File: src/rtl/fwd_regfile_pkg.sv
// Shared CPU constants for the forwarding register file.
package fwd_regfile_pkg;

  localparam int unsigned DATA_W_DEF = 32;
  localparam int unsigned ADDR_W_DEF = 5;
  localparam int unsigned REG_ZERO   = 0;

endpackage : fwd_regfile_pkg

File: src/rtl/pend_counter.sv
// Saturating up/down count of outstanding writers for one register.
module pend_counter #(
  parameter int unsigned CNT_W = 2
) (
  input  logic             clk,
  input  logic             reset,
  input  logic             inc,
  input  logic             dec,
  output logic [CNT_W-1:0] count
);

  logic [CNT_W-1:0] count_q;
  logic [CNT_W-1:0] count_d;
  logic             dec_eff;

  // A write-back with nothing outstanding must not underflow.
  assign dec_eff = dec && (count_q != '0);

  // Next count: inc or dec alone moves it, both together cancel.
  always_comb begin
    count_d = count_q;
    if (inc && !dec_eff && (count_q != '1)) begin
      count_d = count_q + CNT_W'(1);
    end else if (dec_eff && !inc) begin
      count_d = count_q - CNT_W'(1);
    end
  end

  // Count register with synchronous clear.
  always_ff @(posedge clk) begin
    if (reset) begin
      count_q <= '0;
    end else begin
      count_q <= count_d;
    end
  end

  assign count = count_q;

endmodule : pend_counter

File: src/rtl/fwd_regfile.sv
// Register file with write-back bypass and per-register pending-writer scoreboard.
module fwd_regfile
  import fwd_regfile_pkg::*;
#(
  parameter int unsigned DATA_W = DATA_W_DEF,
  parameter int unsigned ADDR_W = ADDR_W_DEF,
  parameter int unsigned NUM_RD = 2,
  parameter int unsigned CNT_W  = 2
) (
  input  logic                     clk,
  input  logic                     reset,
  input  logic [NUM_RD*ADDR_W-1:0] rd_addr,
  output logic [NUM_RD*DATA_W-1:0] rd_data,
  output logic [NUM_RD-1:0]        rd_fwd,
  input  logic                     wr_en,
  input  logic [ADDR_W-1:0]        wr_addr,
  input  logic [DATA_W-1:0]        wr_data,
  input  logic                     iss_valid,
  input  logic                     iss_wr,
  input  logic [ADDR_W-1:0]        iss_dst,
  output logic                     stall
);

  localparam int unsigned DEPTH = 2 ** ADDR_W;
  localparam logic [ADDR_W-1:0] ZERO_ADDR = ADDR_W'(REG_ZERO);

  logic [DEPTH-1:0][DATA_W-1:0] mem_q;
  logic [DEPTH-1:0][DATA_W-1:0] mem_d;
  logic [DEPTH-1:0][CNT_W-1:0]  pend_cnt;
  logic [NUM_RD-1:0]            hazard;
  logic                         wr_live;
  logic                         iss_go;

  // Writes to register zero are dropped entirely.
  assign wr_live = wr_en && (wr_addr != ZERO_ADDR);
  assign iss_go  = iss_valid && !stall && iss_wr;

  // Storage next state; entry zero is never written so it stays zero.
  always_comb begin
    mem_d = mem_q;
    if (wr_live) begin
      mem_d[wr_addr] = wr_data;
    end
  end

  // Storage register with synchronous clear.
  always_ff @(posedge clk) begin
    if (reset) begin
      mem_q <= '0;
    end else begin
      mem_q <= mem_d;
    end
  end

  assign pend_cnt[0] = '0;

  // One pending-writer counter per writable register.
  for (genvar r = 1; r < DEPTH; r++) begin : g_pend
    pend_counter #(
      .CNT_W (CNT_W)
    ) u_pend (
      .clk   (clk),
      .reset (reset),
      .inc   (iss_go && (iss_dst == ADDR_W'(r))),
      .dec   (wr_en && (wr_addr == ADDR_W'(r))),
      .count (pend_cnt[r])
    );
  end

  // Per-port bypass mux and source hazard detection.
  for (genvar p = 0; p < NUM_RD; p++) begin : g_rd
    logic [ADDR_W-1:0] addr;
    logic              hit;
    assign addr = rd_addr[p*ADDR_W +: ADDR_W];
    assign hit  = wr_live && (wr_addr == addr);
    assign rd_data[p*DATA_W +: DATA_W] = hit ? wr_data : mem_q[addr];
    assign rd_fwd[p] = hit;
    // The last outstanding writer completing now is covered by the bypass.
    assign hazard[p] = (addr != ZERO_ADDR) && (pend_cnt[addr] != '0) &&
                       !((pend_cnt[addr] == CNT_W'(1)) && hit);
  end

  // Block issue on source hazards or a saturated destination counter.
  always_comb begin
    stall = 1'b0;
    if (iss_valid) begin
      stall = (|hazard) ||
              (iss_wr && (iss_dst != ZERO_ADDR) && (&pend_cnt[iss_dst]));
    end
  end

endmodule : fwd_regfile
File: config.mk
export PLATFORM = sky130hd
export DESIGN_NAME = fwd_regfile
export DESIGN_NICKNAME = d
export VERILOG_FILES = /design/src/rtl/fwd_regfile_pkg.sv /design/src/rtl/pend_counter.sv /design/src/rtl/fwd_regfile.sv
export SDC_FILE = /design/constraint.sdc
export NUM_CORES = 2
export LEC_CHECK = 0
export CORE_MARGIN = 3
export CORE_UTILIZATION = 30
export CTS_BUF_LIST = sky130_fd_sc_hd__clkbuf_2
export DETAILED_ROUTE_END_ITERATION = 12
export MAX_ROUTING_LAYER = met4
export SLEW_MARGIN = 20
export SYNTH_ARGS = -nofsm -noshare
export SYNTH_HDL_FRONTEND = slang
export SYNTH_SLANG_ARGS = --single-unit
File: constraint.sdc
create_clock -name clk -period 6.62 [get_ports clk]
set_clock_uncertainty 0.15 [all_clocks]
set_input_delay 1.324 -clock clk [delete_from_list [all_inputs] [get_ports clk]]
set_output_delay 1.324 -clock clk [all_outputs]
set_load 0.05 [all_outputs]
==> run summary <==
Final setup viols -> 0
Critical Path Max Stage Delay -> 0.72 ns
Drt total wl -> 226000 um
Syn Std Cell Area -> 57600 um2
Largest area contributor in the netlist -> dfxtp_1
# rows -> 160
FILL cells -> 19369
Final min period -> 6.17 ns
Status -> complete, no violations
Max_slew headroom -> 0.205
FFs w/ async S/R, synth -> 0
TritonRoute pass-1 iters -> 6
Largest net degree at the start of global routing -> 188
Hold path depth -> 4
Die ar. -> 197000 um2
Most common cell after layout, fill and taps aside -> nand2_1
Worst Path Buf+Inv -> 5
R2R depth -> 10
Syn Inst Count -> 6314
Final Max Tran Viols -> 0
Share of the synthesized area in the top cell type -> 0.377
Syn_nets -> 6371
Worst skew pair latency -> 1.70 ns
Global-route wire length before repair -> 328000 um
Cell count along the critical path -> 9
Kind of critical path -> input pin to output pin
CP endpoint kind -> output pin
P_leak -> 21.0 nW
Slowest CP cell -> mux2i_1
Die height -> 444 um
CTS max path bufs -> 4
Area added between synthesis and finish -> 12.2%
DP HPWL -> 132000 um
CTS root buf -> clkbuf_2
WL/cell -> 25.3 um
Initial antenna violation count -> 4
Critical-path maximum fanout -> 45
Netlist cell types -> 79
Routed Antenna Nets -> 0
Most frequent CP cell -> buf_4
Most frequent cells in the layout -> nand2_1, dfxtp_1, a21oi_1
PortBufs -> 123
CP Launch Type -> input pin
TritonCTS clock tree -> yes
Remaining Overflow, GRT -> 0
CTS Sinks -> 1086
Pwr Density -> 194 nW/um2
Setup bufs post-CTS -> 0
Final core utilization -> 0.339
H-tree levels -> 5
Vias -> 51363
Fmax -> 162 MHz
CP required -> 5.15 ns
Syn Area/Cell -> 9.13 um2
Critical path, cell by cell -> buf_8 > buf_12 > buf_4 > mux4_2 > mux4_2 > mux2i_1 > o21ai_0 > buf_4 > buf_4
Starting Density -> 0.302
GP Congestion -> 0.895
Vias in the first global route -> 49827
Net count reported at finish -> 6312
Most common flop cell mapped by yosys -> dfxtp_1
Share of cells above drive strength 1 -> 0.232
Worst EP arrival -> 4.69 ns
VDD IR max -> 0.000144 V
Sequential-to-total area share from yosys stat -> 0.377
Crit share post-route -> 0.932
CORE AREA -> 191000 um2
I/O pins -> 124
EDFF count, synth -> 0
GRT Total Usage -> 0.228
Hold Vio Cnt, Final -> 0
Chip width -> 444 um
Synth top area cells -> dfxtp_1, mux4_2, nand2_1
Top delay family on crit path -> multiplexers
RSZ-0062 raised after global routing -> no
Remaining DRCs -> 0
Synth Register Bits -> 1086
Clock slew at reported path FFs -> 0.11 ns
Num CTS Buffers -> 288
Max_cap viols -> 0
Drt initial violations -> 6876
Worst Tran Pin Value -> 1.19 ns
Yosys Warn Count -> 0
HP Class -> input pin to register
Total negative slack -> 0 ns
Routed vias/inst -> 5.74
## worst paths after layout
path	start	endpoint	slack, ns
setup / recovery	rd_addr[5]	rd_data[43]	0.45
hold / removal	wr_data[23]	mem_q[151]$_SDFFE_PP0P_	0.31
setup reg to reg	g_pend[16].u_pend.count[1]$_SDFFE_PP0P_	g_pend[29].u_pend.count[0]$_SDFFE_PP0P_	2.64
hold reg to reg	mem_q[834]$_SDFFE_PP0P_	mem_q[834]$_SDFFE_PP0P_	0.32
## layout make-up
cell class	count	area, um2	share of cell area
Antenna cell	6	15.0	0.000232
Clock buffer	396	1980	0.0307
Clock inverter	63	379	0.00587
Inverter	17	68.8	0.00106
Multi-Input combinational cell	4536	33500	0.519
Sequential cell	1086	21700	0.336
Tap cell	2511	3140	0.0486
Timing Repair Buffer	326	3780	0.0584
## per-stage QoR
stage | setup slack, ns | instances | instance area, um2 | hold slack (ns) | power (mW)
floorplan | 0.577 | 6314 | 57600 | 0.293 | 7.55
global placement | 0.579 | 8473 | 62200 | 0.298 | 7.97
detailed placement | 0.594 | 8473 | 62200 | 0.306 | 7.99
CTS | 0.595 | 8934 | 64600 | 0.135 | 12.6
global route | 0.403 | 8941 | 64600 | 0.197 | 13.0
finish | 0.453 | 8941 | 64600 | 0.308 | 12.5
## sequential cells by signal, indices dropped and copies added, names as in the netlist
register and count:
g_pend.u_pend.count 62, mem_q 1024
## tightest hold or removal path, cell delays in order
cell,delay [ns]
clkdlybuf4s50_1,0.40
buf_4,0.24
nand2_1,0.10
a21oi_1,0.06
## power breakdown
group | internal, mW | leakage, nW | switching (mW) | total [mW]
logic | 0.417 | 10.4 | 0.838 | 1.25
clock network | 1.78 | 1.84 | 2.89 | 4.67
registers | 6.57 | 8.75 | 0.0310 | 6.60
total | 8.77 | 21.0 | 3.76 | 12.5
## cell families after synthesis
kind of cell    Yosys count  share of synthesized area
mux                     782                      0.280
xor+xnor                 12                    0.00182
flops                  1086                      0.377
simple gates           2468                      0.175
compound gates         1274                      0.119
buf+inv                 692                     0.0474
## what timing repair did
action / in CTS / in global routing
hold buffers: 2 / 0
hold endpoints to repair: 84 / 0
gates resized for setup: 0 / 0
setup endpoints to repair: 0 / 0
## synthesized netlist by cell type (23+ instances only)
master       n
nand2_1   2143
nor2b_1     42
and3_1      26
mux4_2     660
a21oi_1   1042
clkbuf_2    29
buf_1       72
nand3_1     45
clkbuf_1   539
dfxtp_1   1086
o21ai_0    103
mux2i_1     94
mux2_2      26
buf_2       23
nor2_1      74
## metal layers
layer,wire length [um],GRT usage,vias to the layer above
met2,105000,0.356,3279
met1,81200,0.268,25003
met3,24000,0.0491,841
met5,0,-,-
met4,15900,0.144,0
li1,-,-,22240
(Power assumes the default switching activity.)
